<file path="config.mk">
export PLATFORM = sky130hd
export DESIGN_NAME = xst
export DESIGN_NICKNAME = d
export VERILOG_FILES = /design/src/rtl/xst_pkg.sv /design/src/rtl/xst_baud.sv /design/src/rtl/xst.sv
export SDC_FILE = /design/constraint.sdc
export NUM_CORES = 1
export LEC_CHECK = 0
export BUFFER_PORTS_ARGS = -buffer_cell sky130_fd_sc_hd__buf_2
export CAP_MARGIN = 25
export CORE_MARGIN = 5
export CORE_UTILIZATION = 65
export CTS_BUF_LIST = sky130_fd_sc_hd__clkbuf_8
export DETAILED_ROUTE_END_ITERATION = 16
export PLACE_DENSITY = 0.88
export SLEW_MARGIN = 5
export SYNTH_ARGS = -nofsm -noshare
export SYNTH_HDL_FRONTEND = slang
export SYNTH_SLANG_ARGS = --single-unit
</file>
<file path="constraint.sdc">
create_clock -name clk_i -period 6.8 [get_ports clk_i]
set_input_delay 0.34 -clock clk_i [delete_from_list [all_inputs] [get_ports clk_i]]
set_output_delay 0.34 -clock clk_i [all_outputs]
set_load 0.01 [all_outputs]
</file>
<file path="src/rtl/xst_pkg.sv">
// rtl/xst_pkg.sv - shared widths, mark constant and state type for the serial transmit/receive pair
package xst_pkg;

  localparam int DAT_W  = 64;
  localparam int BITS_W = 6;
  localparam int BAUD_W = 64;

  localparam logic [DAT_W-1:0] MARK = '1;

  typedef enum logic {
    ST_IDLE = 1'b0,
    ST_SEND = 1'b1
  } xst_state_e;

endpackage

</file>
<file path="src/rtl/xst_baud.sv">
// rtl/xst_baud.sv - reload down-counter producing one tick per (div+1) clocks while running
module xst_baud #(
  parameter int W = 64
) (
  input  logic         clk_i,
  input  logic         reset_i,
  input  logic         start_i,
  input  logic         run_i,
  input  logic [W-1:0] div_i,
  output logic         tick_o
);

  logic [W-1:0] cnt_q;
  logic [W-1:0] div_q;

  assign tick_o = run_i && (cnt_q == '0);

  // The divisor is latched at start so later changes on div_i cannot
  // stretch or shrink bit times of the frame in flight.
  always_ff @(posedge clk_i or negedge reset_i) begin
    if (!reset_i) begin
      cnt_q <= '0;
      div_q <= '0;
    end else if (start_i) begin
      cnt_q <= div_i;
      div_q <= div_i;
    end else if (run_i) begin
      if (cnt_q == '0) cnt_q <= div_q;
      else             cnt_q <= cnt_q - W'(1);
    end
  end

endmodule

</file>
<file path="src/rtl/xst.sv">
// rtl/xst.sv - serial transmit shift register, bit time from internal divisor or external txc_i edges
module xst #(
  parameter int DAT_W  = xst_pkg::DAT_W,
  parameter int BITS_W = xst_pkg::BITS_W,
  parameter int BAUD_W = xst_pkg::BAUD_W
) (
  input  logic              clk_i,
  input  logic              reset_i,
  input  logic [BITS_W-1:0] bits_i,
  input  logic [BAUD_W-1:0] baud_i,
  input  logic [DAT_W-1:0]  dat_i,
  input  logic              txreg_we_i,
  input  logic              txc_i,
  output logic              txd_o,
  output logic              idle_o,
  output logic              shift_o
);
  import xst_pkg::*;

  xst_state_e        state_q, state_d;
  logic [DAT_W-1:0]  shreg_q;
  logic [BITS_W-1:0] bit_cnt_q;
  logic              shift_q;
  logic              txc_s1_q, txc_s2_q, txc_s3_q;
  logic              load, do_shift, baud_tick, ext_edge, idle;

  assign idle     = (state_q == ST_IDLE);
  assign load     = idle && txreg_we_i && (bits_i != '0);
  assign ext_edge = txc_s2_q && !txc_s3_q;
  // A coincident baud tick and external edge still produce a single shift.
  assign do_shift = !idle && (baud_tick || ext_edge);

  xst_baud #(.W(BAUD_W)) u_baud (
    .clk_i   (clk_i),
    .reset_i (reset_i),
    .start_i (load),
    .run_i   (!idle),
    .div_i   (baud_i),
    .tick_o  (baud_tick)
  );

  always_ff @(posedge clk_i or negedge reset_i) begin
    if (!reset_i) state_q <= ST_IDLE;
    else          state_q <= state_d;
  end

  always_comb begin
    state_d = state_q;
    case (state_q)
      ST_IDLE: if (load) state_d = ST_SEND;
      ST_SEND: if (do_shift && bit_cnt_q == BITS_W'(1)) state_d = ST_IDLE;
      default: state_d = ST_IDLE;
    endcase
  end

  always_ff @(posedge clk_i or negedge reset_i) begin
    if (!reset_i) begin
      shreg_q   <= '1;
      bit_cnt_q <= '0;
      shift_q   <= 1'b0;
      txc_s1_q  <= 1'b0;
      txc_s2_q  <= 1'b0;
      txc_s3_q  <= 1'b0;
    end else begin
      txc_s1_q <= txc_i;
      txc_s2_q <= txc_s1_q;
      txc_s3_q <= txc_s2_q;
      shift_q  <= do_shift;
      if (load) begin
        shreg_q   <= dat_i;
        bit_cnt_q <= bits_i;
      end else if (do_shift) begin
        // Ones fill from the top so the line rests at mark after the frame.
        shreg_q   <= {1'b1, shreg_q[DAT_W-1:1]};
        bit_cnt_q <= bit_cnt_q - BITS_W'(1);
      end
    end
  end

  assign txd_o   = shreg_q[0];
  assign idle_o  = idle;
  assign shift_o = shift_q;

endmodule

</file>
## Yosys cells after proc, flatten, opt, wreduce, memory -nomap -nowiden

Cells that the tools add are included.

| storage, ports and cells | value |
|---|---|
| register bits after elaboration | 203 |
| input port bits | 138 |
| output and inout port bits | 3 |

| operators by class | value |
|---|---|
| add/sub/neg operators | 2 |
| equality and inequality tests | 1 |
| mux-type cells | 10 |
| bitwise operators | 1 |
| reductions and logical operators | 12 |

Operators with widths:

| operator | count |
|---|---|
| $mux W64 | 5 |
| $logic_not A64 Y1 | 1 |
| $sub A64 B1 Y64 const B | 1 |
| $mux W6 | 2 |
| $eq A6 B1 Y1 const B | 1 |
| $logic_and A1 B1 Y1 | 6 |
| $reduce_bool A6 Y1 | 1 |
| $sub A6 B1 Y6 const B | 1 |
| $reduce_bool A2 Y1 | 2 |
| $mux W1 | 2 |
| $pmux W1 S2 | 1 |
| $logic_not A1 Y1 | 1 |
| $logic_or A1 B1 Y1 | 1 |
| $not A1 Y1 | 1 |

## Logic depth before layout (Yosys ltp)

| logic depth | value |
|---|---|
| word-level depth | 7 |
| mapped depth | 9 |
| mapped depth without buffers | 8 |

## By module

Synthesis repeated with hierarchy kept, for this count alone.

| unflattened totals | value |
|---|---|
| cells, all modules | 1,117 |
| area, all modules | 10,645.2 um^2 |

By module, submodules not included:

| module | times used | cells an instance | area an instance (um^2) | sequential area each (um^2) |
|---|---|---|---|---|
| xst_baud | 1 | 783 | 7,265.7 | 3,203.1 |
| xst | 1 | 334 | 3,379.5 | 1,956.9 |

## Least setup slack after synthesis

Ideal clock, no wire load.

| timing | value |
|---|---|
| kind | reg2reg |
| start point | register u_baud.cnt_q[37] |
| end point | register u_baud.cnt_q[38] |
| setup time | 94 ps |
| data arrival time | 2,383 ps |
| required time | 6,706 ps |
| slack | 4,323 ps |
| stages on the path, launching flop included | 9 |
| path buffers | 2 |
| clock period less this slack | 2,477 ps |
| path through | dfrtp_1 nor4_2 nand4_1 or4_1 buf_2 nor2_4 nor2_2 buf_4 a221oi_2 |

| between the ends | value |
|---|---|
| word-level cells in the longest chain between the ends | 4 |

Ends and longest elaborated chain:

| item | RTL line | text |
|---|---|---|
| start: declaration | xst_baud.sv:13 | `logic [W-1:0] cnt_q;` |
| start signal: assignment | xst_baud.sv:25 | `cnt_q <= div_i;` |
| start signal: assignment | xst_baud.sv:28 | `if (cnt_q == '0) cnt_q <= div_q;` |
| start signal: assignment | xst_baud.sv:29 | `else cnt_q <= cnt_q - W'(1);` |
| $sub A64 B1 Y64 or $logic_not A64 Y1 (tied branches) | xst_baud.sv:29, xst_baud.sv:28 |  |
| $mux W64 * | xst_baud.sv:28 |  |
| $mux W64 * | xst_baud.sv:27 | `end else if (run_i) begin` |
| $mux W64 * | xst_baud.sv:24 | `end else if (start_i) begin` |

Every way passes the cells marked *; elsewhere a longest branch is shown, timed or not. The select of a mux whose other input is x is not followed.
A chain may end at the register's enable or synchronous reset.

## Worst setup path in the final report

| timing | value |
|---|---|
| start point | register u_baud.cnt_q[36] |
| end point | register u_baud.cnt_q[39] |

The elaborated chain is that of the path after synthesis.

==> results_dict.tcl <==
set metrics [dict create \
    status "finished clean" \
    initial_utilization_pct 66.21 \
    grt_start_max_net_pins 106 \
    relSlewSlack_pct 28.50 \
    ios 141 \
    ys_ff_latch 203 \
    hold-path-cell-count 3 \
    synth_area_per_cell_um2 9.530 \
    ys_seq_area_share_pct 47.16 \
    fin_cells 1498 \
    hold_path.class "in -> reg" \
    die_y_um 139.7 \
    layout_common_cells "222 x nand2_1, 139 x buf_2, 138 x dfrtp_1" \
    post_cts_buffers 0 \
    fin_crit_sh_pct 61.51 \
    whs_endpoint "u_baud.div_q[44]" \
    dr.first_iter.drc_count 970 \
    async_reset_ff_share_pct 100.0 \
    htree_levels 2 \
    routabilityCongestion 0.9315 \
    num_vias 9624 \
    maxCapViolations 0 \
    cts_tree "done" \
    syn-cell-area_um2 10940 \
    powerDensity_nw_per_um2 325.7 \
    fin_area_um2 12380 \
    antenna_found_initial 2 \
    ctsHoldBuffers 2 \
    peakVddDrop_mv 0.2123 \
    mostFrequentLayoutCell "nand2_1" \
    reg2reg_from "u_baud.cnt_q[36]" \
    place_ws_ps 2712 \
    setup_slack_ps 2617 \
    yosysUniqueCellTypes 67 \
    wl_per_cell_um 19.32 \
    die-area_um2 19530 \
    die_w_um 139.7 \
    place_area_um2 11680 \
    min_period_ps 4183 \
    worstSetupEndpointType "flop" \
    setup_violations 0 \
    grt_overflow_total 0 \
    dp_hpwl_mm 18.09 \
    detail-route-antenna-nets 0 \
    layout-drive-gt1-share_pct 24.73 \
    maxSlewViolCount 0 \
    max-clock-path-buffers 3 \
    dp.cells 1431 \
    route.detailed.drc 0 \
    rrSetupSlack_ps 2620 \
    fin_skew_ps 13.15 \
    post-route-util_pct 74.95 \
    cts_made_buffers 36 \
    nNetsFinal 1394 \
    min_from "baud_i[44]" \
    root_buffer "clkbuf_8" \
    fillCellCount 1180 \
    coreArea_um2 16520 \
    p_leak_nw 5.654 \
    crit_arrival_ps 4600 \
    area_delta_synth_final_pct 13.20 \
    worst_pin_slew_ps 1070 \
    avgViaCountPerCell 6.425 \
    hold_violations 0 \
    final.setup.tns_ps 0 \
    grt_pass1_vias 9597 \
    firstDrtPassIters 6 \
    grt_pass1_wl_mm 47.91 \
    placementRows 47 \
    clkTransAtPathRegs_ps 60 \
    cts_resized 0 \
    synth_edf_count 0 \
    setup.worst_path.start_class "flop" \
    synthCells 1148 \
    ys_warn_count 0 \
    grtUsageTotal_pct 29.05 \
    synth_nets 1290 \
    critical_path_class "reg -> reg" \
    antennaDiodeCount 0 \
    io_buffer_count 140 \
    clock_sinks 203 \
    synth_flop_cell "dfrtp_1" \
    clk_latency_ps 520 \
    required_ps 7220 \
    max_freq_mhz 239.1 \
    wl_mm 28.95 \
    cp_max_fo 33 \
    rr_endpoint "u_baud.cnt_q[39]" \
    rsz0062_at_grt "no" \
    rr_worst_depth 7 \
]
-- synthesized netlist by cell type, drive strengths merged, types with 2 or more instances --
master	n	area share (%)
a211oi	2	0.14
a21o	2	0.14
a21oi	20	0.95
a221o	63	5.8
a221oi	20	2.6
a22oi	2	0.14
a31oi	8	0.46
and2	4	0.23
and3	63	3.6
and4	2	0.16
buf	21	1.1
clkbuf	67	2.3
dfrtp	139	32
dfstp	64	15
ha	4	0.46
inv	15	0.51
mux2	9	0.93
mux2i	42	3.8
nand2	222	7.6
nand3	15	0.73
nand4	14	0.80
nor2	77	2.7
nor2b	2	0.11
nor3	35	1.7
nor4	32	2.4
o211ai	14	0.96
o21ai	60	2.7
o221a	2	0.21
o22ai	11	0.63
o31a	2	0.16
o31ai	6	0.41
o32ai	2	0.16
or2	3	0.17
or3	30	1.7
or4	10	0.75
xnor2	25	2.0
xor2	22	1.8
-- flip-flops by register name (all words and copies together) (netlist names) --
signal,count
shift_o,1
txc_s1_q,1
shreg_q,64
bit_cnt_q,6
txc_s3_q,1
txc_s2_q,1
u_baud.div_q,64
state_q,1
u_baud.cnt_q,64
-- worst max-delay path, cell delays in order, from the launching register on --
cell and delay, ps:
dfrtp_1 440, nor4_2 590, nand4_1 320, or4_1 900
nor2_4 920, nor2_2 310, buf_4 320, a221oi_2 280
-- worst max path at each step --
stage / startpoint / to / depth (start not counted)
2_1_floorplan: u_baud.cnt_q[37] / u_baud.cnt_q[38] / 8
3_3_place_gp: u_baud.cnt_q[8] / shreg_q[0] / 8
3_5_place_dp: u_baud.cnt_q[36] / u_baud.cnt_q[39] / 7
4_1_cts: u_baud.cnt_q[36] / u_baud.cnt_q[39] / 7
5_1_grt: u_baud.cnt_q[36] / u_baud.cnt_q[39] / 7
6_report: u_baud.cnt_q[36] / u_baud.cnt_q[39] / 7
-- routing by layer --
| layer | vias up | share of wire [%] | GRT usage [%] |
|---|---|---|---|
| li1 | 4384 | - | - |
| met1 | 4651 | 42 | 40.74 |
| met2 | 501 | 47 | 45.10 |
| met3 | 84 | 8.2 | 6.106 |
| met4 | 4 | 2.9 | 10.40 |
| met5 | - | 0.076 | 0 |
-- logic make-up (layout without fill, tap and decap cells) --
group | count (synthesis) | in the layout | share of synthesized area, %
AOI/OAI and AO/OA | 224 | 224 | 16.30
and+or+nand+nor | 516 | 516 | 23.59
muxes | 51 | 51 | 4.769
adders and majority gates | 4 | 4 | 0.4575
buffers and inverters | 103 | 233 | 3.957
DFF | 203 | 203 | 47.16
xor gates and xnor gates | 47 | 47 | 3.763
-- cell type report --
cell class              count  area (um2)  share of cell area (%)
multi-input cells         842        5376                   43.41
flip-flops and latches    203        5161                   41.68
repair buffers            154       852.1                   6.880
well taps                 220       275.3                   2.223
inverters                  15       56.30                  0.4546
clock buffers              41       564.3                   4.556
clock inverters            23       98.84                  0.7981
-- report_power, final --
part	switching, W	internal (W)	total (W)	leakage (nW)
logic	0.000433	0.000520	0.000953	2.93
registers	0.000386	0.00164	0.00203	2.32
clock network	0.000504	0.000551	0.00105	0.406
total	0.00132	0.00271	0.00403	5.65
-- through the flow --
| step | total power (W) | hold slack [ps] |
|---|---|---|
| finish | 0.004034 | 26.45 |
| CTS | 0.004030 | 15.56 |
| global placement | 0.002894 | 341.0 |
| global route | 0.004254 | 34.53 |
| floorplan | 0.002658 | 44.41 |
| detailed placement | 0.002958 | 277.2 |
(Power assumes the default switching activity.)
